[src/rtl/pipelined_adder_tree.sv]
// Pipelined signed reduction tree with a per-packet accumulator and a
// saturating/wrapping result stage on a valid/ready stream.
module pipelined_adder_tree #(
    parameter int unsigned N_OPERANDS = 16,
    parameter int unsigned IN_WIDTH   = 8,
    parameter int unsigned ACC_WIDTH  = 32,
    parameter int unsigned OUT_WIDTH  = 16
) (
    input  logic                             clk_i,
    input  logic                             rst_ni,
    input  logic                             in_valid_i,
    output logic                             in_ready_o,
    input  logic [N_OPERANDS*IN_WIDTH-1:0]   in_data_i,
    input  logic                             in_first_i,
    input  logic                             in_last_i,
    input  logic                             sat_en_i,
    output logic                             out_valid_o,
    input  logic                             out_ready_i,
    output logic [OUT_WIDTH-1:0]             out_data_o
);

    localparam int unsigned LEVELS    = (N_OPERANDS > 1) ? $clog2(N_OPERANDS) : 0;
    localparam int unsigned N_PAD     = 1 << LEVELS;
    localparam int unsigned SUM_WIDTH = IN_WIDTH + LEVELS;

    // Clamp bounds for the saturating conversion, expressed at accumulator width.
    localparam logic signed [ACC_WIDTH-1:0] SAT_MAX =
        ACC_WIDTH'({1'b0, {(OUT_WIDTH-1){1'b1}}});
    localparam logic signed [ACC_WIDTH-1:0] SAT_MIN = ~SAT_MAX;

    logic                          w_en;
    logic signed [IN_WIDTH-1:0]    w_op [N_PAD];
    logic signed [SUM_WIDTH-1:0]   w_s;
    logic                          w_s_valid;
    logic                          w_s_first;
    logic                          w_s_last;
    logic                          w_s_sat;
    logic signed [ACC_WIDTH-1:0]   w_s_ext;
    logic signed [ACC_WIDTH-1:0]   w_acc_next;
    logic [OUT_WIDTH-1:0]          w_conv;
    logic signed [ACC_WIDTH-1:0]   r_acc;
    logic                          r_out_valid;
    logic [OUT_WIDTH-1:0]          r_out_data;

    // Whole pipeline advances together; it only stops when a result is stuck at the output.
    assign w_en        = ~r_out_valid | out_ready_i;
    assign in_ready_o  = w_en;
    assign out_valid_o = r_out_valid;
    assign out_data_o  = r_out_data;

    // Unpack operands; lanes beyond N_OPERANDS are zero padding.
    for (genvar k = 0; k < N_PAD; k++) begin : g_op
        if (k < N_OPERANDS) begin : g_real
            assign w_op[k] = $signed(in_data_i[k*IN_WIDTH +: IN_WIDTH]);
        end else begin : g_pad
            assign w_op[k] = '0;
        end
    end

    // One register level per tree stage, each one bit wider than the level feeding it.
    for (genvar l = 1; l <= LEVELS; l++) begin : g_lvl
        localparam int unsigned NL = N_PAD >> l;
        localparam int unsigned WL = IN_WIDTH + l;

        logic signed [WL-1:0] r_sum [NL];
        logic                 r_valid;
        logic                 r_first;
        logic                 r_last;
        logic                 r_sat;
        logic signed [WL-2:0] w_prev [2*NL];
        logic                 w_prev_valid;
        logic                 w_prev_first;
        logic                 w_prev_last;
        logic                 w_prev_sat;

        for (genvar k = 0; k < 2*NL; k++) begin : g_prev
            if (l == 1) begin : g_in
                assign w_prev[k] = w_op[k];
            end else begin : g_up
                assign w_prev[k] = g_lvl[l-1].r_sum[k];
            end
        end

        if (l == 1) begin : g_side_in
            assign w_prev_valid = in_valid_i;
            assign w_prev_first = in_first_i;
            assign w_prev_last  = in_last_i;
            assign w_prev_sat   = sat_en_i;
        end else begin : g_side_up
            assign w_prev_valid = g_lvl[l-1].r_valid;
            assign w_prev_first = g_lvl[l-1].r_first;
            assign w_prev_last  = g_lvl[l-1].r_last;
            assign w_prev_sat   = g_lvl[l-1].r_sat;
        end

        // Register pairwise sums and the beat sideband for this level.
        always_ff @(posedge clk_i) begin
            if (!rst_ni) begin
                r_valid <= 1'b0;
                r_first <= 1'b0;
                r_last  <= 1'b0;
                r_sat   <= 1'b0;
                for (int k = 0; k < NL; k++) begin
                    r_sum[k] <= '0;
                end
            end else if (w_en) begin
                r_valid <= w_prev_valid;
                r_first <= w_prev_first;
                r_last  <= w_prev_last;
                r_sat   <= w_prev_sat;
                for (int k = 0; k < NL; k++) begin
                    r_sum[k] <= WL'(w_prev[2*k]) + WL'(w_prev[2*k+1]);
                end
            end
        end
    end

    // Beat sum seen by the accumulator: tree root, or the single operand when there is no tree.
    if (LEVELS == 0) begin : g_s_direct
        assign w_s       = w_op[0];
        assign w_s_valid = in_valid_i;
        assign w_s_first = in_first_i;
        assign w_s_last  = in_last_i;
        assign w_s_sat   = sat_en_i;
    end else begin : g_s_tree
        assign w_s       = g_lvl[LEVELS].r_sum[0];
        assign w_s_valid = g_lvl[LEVELS].r_valid;
        assign w_s_first = g_lvl[LEVELS].r_first;
        assign w_s_last  = g_lvl[LEVELS].r_last;
        assign w_s_sat   = g_lvl[LEVELS].r_sat;
    end

    assign w_s_ext = ACC_WIDTH'(w_s);

    // Next accumulator value and its conversion to the output width.
    always_comb begin
        w_acc_next = w_s_first ? w_s_ext : r_acc + w_s_ext;
        w_conv     = w_acc_next[OUT_WIDTH-1:0];
        if (w_s_sat) begin
            if (w_acc_next > SAT_MAX) begin
                w_conv = SAT_MAX[OUT_WIDTH-1:0];
            end else if (w_acc_next < SAT_MIN) begin
                w_conv = SAT_MIN[OUT_WIDTH-1:0];
            end
        end
    end

    // Accumulate valid beats and publish the result on the packet's last beat.
    always_ff @(posedge clk_i) begin
        if (!rst_ni) begin
            r_acc       <= '0;
            r_out_valid <= 1'b0;
            r_out_data  <= '0;
        end else if (w_en) begin
            if (w_s_valid) begin
                r_acc <= w_acc_next;
            end
            r_out_valid <= w_s_valid & w_s_last;
            if (w_s_valid & w_s_last) begin
                r_out_data <= w_conv;
            end
        end
    end

endmodule

[config.mk]
export PLATFORM = sky130hd
export DESIGN_NAME = pipelined_adder_tree
export DESIGN_NICKNAME = d
export VERILOG_FILES = /design/src/rtl/pipelined_adder_tree.sv
export SDC_FILE = /design/constraint.sdc
export NUM_CORES = 1
export LEC_CHECK = 0
export CORE_ASPECT_RATIO = 0.5
export CORE_MARGIN = 2
export CORE_UTILIZATION = 31
export CTS_BUF_LIST = sky130_fd_sc_hd__clkbuf_4
export CTS_CLUSTER_SIZE = 25
export DETAILED_ROUTE_END_ITERATION = 7
export SLEW_MARGIN = 20
export SYNTH_ARGS = -nofsm -noshare
export SYNTH_HDL_FRONTEND = slang
export SYNTH_SLANG_ARGS = --single-unit
[constraint.sdc]
create_clock -name clk_i -period 9.2 [get_ports clk_i]
set_input_delay 1.38 -clock clk_i [delete_from_list [all_inputs] [get_ports clk_i]]
set_output_delay 1.38 -clock clk_i [all_outputs]
set_load 0.01 [all_outputs]
==> summary.md <==
| Metric | Value |
|---|---|
| Global route total overflow | 0 |
| Post-synthesis cell area | 14,460 um^2 |
| Hold crit path type | register to register |
| # port buffers | 152 |
| Largest area contributor in the netlist | edfxtp_1 |
| Setup-failing EPs final | 0 |
| Die area | 48,500 um^2 |
| Worst vdd ir | 71.91 uV |
| GP Congestion | 0.8714 |
| CP Capture Type | primary output |
| CTS buffer count | 52 |
| Synth warn | 0 |
| Average wire per standard cell | 14.16 um |
| Power Density | 157.6 nW/um^2 |
| 1st-iter DRT viols | 618 |
| Overall routing resource usage | 13.81% |
| Core area | 45,630 um^2 |
| Min Hold Slack | 442.9 ps |
| Post-DRT Antenna Nets | 0 |
| Clk sink count | 211 |
| Layout cells sized above 1 | 6.940% |
| H-tree lvl count | 2 |
| Die Ht | 156.7 um |
| Unrepaired setup endpoints after global routing | false |
| Crit path to | in_ready_o |
| Clock skew | 36.99 ps |
| Post-synth ARST share | 0% |
| Slew HR | 37.49% |
| DR vias | 11,395 |
| Ys flop type | edfxtp_1 |
| Worst-path clk slew | 70 ps |
| Critical path type | primary input to primary output |
| Count of cell types in the netlist | 79 |
| Initial core utilization | 31.70% |
| Synth-to-layout area growth | 19.43% |
| Yosys top cell area share | 30.32% |
| CTS Hold Bufs | 0 |
| Synthesized net count | 1,847 |
| CP arrival | 3090 ps |
| Die X | 309.5 um |
| Post-cts sizing count | 0 |
| Yosys reg bits | 211 |
| CTS tree | done |
| CP required | 7820 ps |
| Area contributors post-synth | edfxtp_1 30%, ha_1 14%, dfxtp_1 9.0%, a21oi_1 4.5%, nor2_1 4.4% |
| Post-route cell area | 17,270 um^2 |
| Fin crit share | 48.58% |
| R2R Path End | out_data_o[15]$_SDFFE_PN0P_ |
| Critical path launch point | out_ready_i |
| Nets | 2,004 |
| Commonest cells post-synth | 169 x nor2_1, 162 x ha_1, 146 x edfxtp_1, 131 x a21oi_1, 123 x nand2_1 |
| Max Cap Violations | 0 |
| Min Clock Period, post-route | 4470 ps |
| Root Driver | clkbuf_4 |
| Cell count of the worst reg-to-reg path | 12 |
| Worst setup SP type | primary input |
| Largest net degree at the start of global routing | 83 |
| Slew Limit Fails | 0 |
| Post-Syn Instances | 1,534 |
| Site Rows | 55 |
| Maximum operating frequency | 0.2237 GHz |
| Vias in the first global route | 11,424 |
| Most frequent cell after synthesis | nor2_1 |
| I/O pin count | 153 |
| CP max FO | 34 |
| First-pass GRT wire length | 54.39 mm |
| Total wire length | 33.38 mm |
| R2R Setup Slk | 5100 ps |
| Via-to-Cell Ratio | 4.835 |
| Post-synth EDFFs | 146 |
| Worst R2R Start | g_lvl[4].r_sum[0][0]$_SDFFCE_PN0P_ |
| Mean post-synth cell area | 9.427 um^2 |
| Slew @ Worst Pin | 937.6 ps |
| Setup Buffers After CTS | 0 |
| Detail Placement HPWL | 24.87 mm |
| Pre-Repair DR Iteration Count | 6 |
| Post-place instance area | 16,590 um^2 |
| Outcome | finished clean |
| Initial antenna violation count | 1 |
| # DRC | 0 |
| Clock Path Buffers | 3 |
| Setup_tns | 0 ps |
| Hold Fails Final Rpt | 0 |
| Post-synthesis sequential area ratio | 39.31% |
| P_leak | 7.297 nW |
| Skew-Pair Late Insertion Delay | 690 ps |
-- critical path: stages --
cell and delay [ps]:
clkdlybuf4s50_1 460, nor2b_1 40, buf_4 200, clkinv_1 60, buf_4 330, clkdlybuf4s50_1 610
-- flip-flops by register name, summed over array words and instances, names as in the netlist --
| signal | cells |
|---|---|
| g_lvl.r_first | 4 |
| g_lvl.r_sum | 146 |
| r_acc | 32 |
| out_valid_o | 1 |
| g_lvl.r_last | 4 |
| g_lvl.r_sat | 4 |
| g_lvl.r_valid | 4 |
| out_data_o | 16 |
-- logic make-up (layout without fill, tap and decap cells) --
family / Yosys count / count (layout) / synth area share [%]
AND/OR/NAND/NOR: 517 / 517 / 17.23
XOR/XNOR: 81 / 81 / 4.906
buffers and inverters: 143 / 338 / 3.937
other: 0 / 1 / 0
flip-flops: 211 / 211 / 39.31
adder cells (fa/ha/maj): 178 / 178 / 16.23
AO/OA/AOI/OAI: 392 / 392 / 17.52
multiplexers: 12 / 12 / 0.8566
-- metrics by stage --
| step | total power, mW | setup slack, ps | util [%] | std cells |
|---|---|---|---|---|
| floorplan | 1.729 | 3494 | - | 1534 |
| global placement | 1.934 | 4715 | 36.37 | 2264 |
| detailed placement | 1.942 | 4746 | 36.37 | 2264 |
| CTS | 2.766 | 4737 | 37.83 | 2356 |
| global route | 2.922 | 4647 | 37.86 | 2357 |
| finish | 2.722 | 4730 | 37.86 | 2357 |
-- metal layers --
metal	wire length, um	vias to the layer above	track usage [%]
met5	0	-	0
met4	498	0	4.022
met3	1108	51	2.370
met2	16890	181	25.46
met1	14880	5311	16.43
li1	-	5852	-
-- final cells by class --
class                      instances  area (um^2)
timing repair buffer             159         1574
clock inverter                    14        80.08
tap                              627        784.5
fill                            4576        28350
multi-input combinational       1180         8230
sequential                       211         5687
antenna                            1        2.502
inverter                          87        327.8
clock buffer                      78        585.6
-- worst min-delay path by stage --
stage,start,endpoint,slack (ps),depth (start not counted)
2_1_floorplan,g_lvl[4].r_last$_SDFFE_PN0N_,g_lvl[4].r_last$_SDFFE_PN0N_,430,2
3_3_place_gp,g_lvl[4].r_last$_SDFFE_PN0N_,g_lvl[4].r_last$_SDFFE_PN0N_,440,2
3_5_place_dp,g_lvl[3].r_first$_SDFFE_PN0N_,g_lvl[4].r_first$_SDFFE_PN0N_,440,2
4_1_cts,g_lvl[3].r_first$_SDFFE_PN0N_,g_lvl[4].r_first$_SDFFE_PN0N_,450,2
5_1_grt,g_lvl[3].r_first$_SDFFE_PN0N_,g_lvl[4].r_first$_SDFFE_PN0N_,460,2
6_report,g_lvl[3].r_first$_SDFFE_PN0N_,g_lvl[4].r_first$_SDFFE_PN0N_,440,2
-- cells in the final DEF (no fill, tap or decap), types with 4 or more instances in the layout --
cell type,count
a2111oi_0,5
a211oi_1,12
a21boi_0,6
a21o_1,48
a21oi_1,131
and2_1,7
and3_1,19
buf_4,7
clkbuf_4,78
clkdlybuf4s50_1,152
clkinv_1,13
dfxtp_1,64
edfxtp_1,146
fa_1,16
ha_1,162
inv_1,85
mux2i_1,9
nand2_1,121
nand2b_1,43
nand3_1,20
nand4_1,8
nor2_1,169
nor2b_1,43
nor3_1,42
nor3b_1,14
nor4_1,4
o211ai_1,12
o21a_1,11
o21ai_0,81
o21bai_1,28
o22ai_1,10
o22ai_2,11
or2_2,5
xnor2_1,69
xor2_1,12
-- report_power, final --
| group | internal, mW | switching, mW | total, mW |
|---|---|---|---|
| sequential | 1.15 | 0.0551 | 1.20 |
| clock | 0.413 | 0.389 | 0.802 |
| combinational | 0.339 | 0.380 | 0.719 |
(Power assumes the default switching activity.)
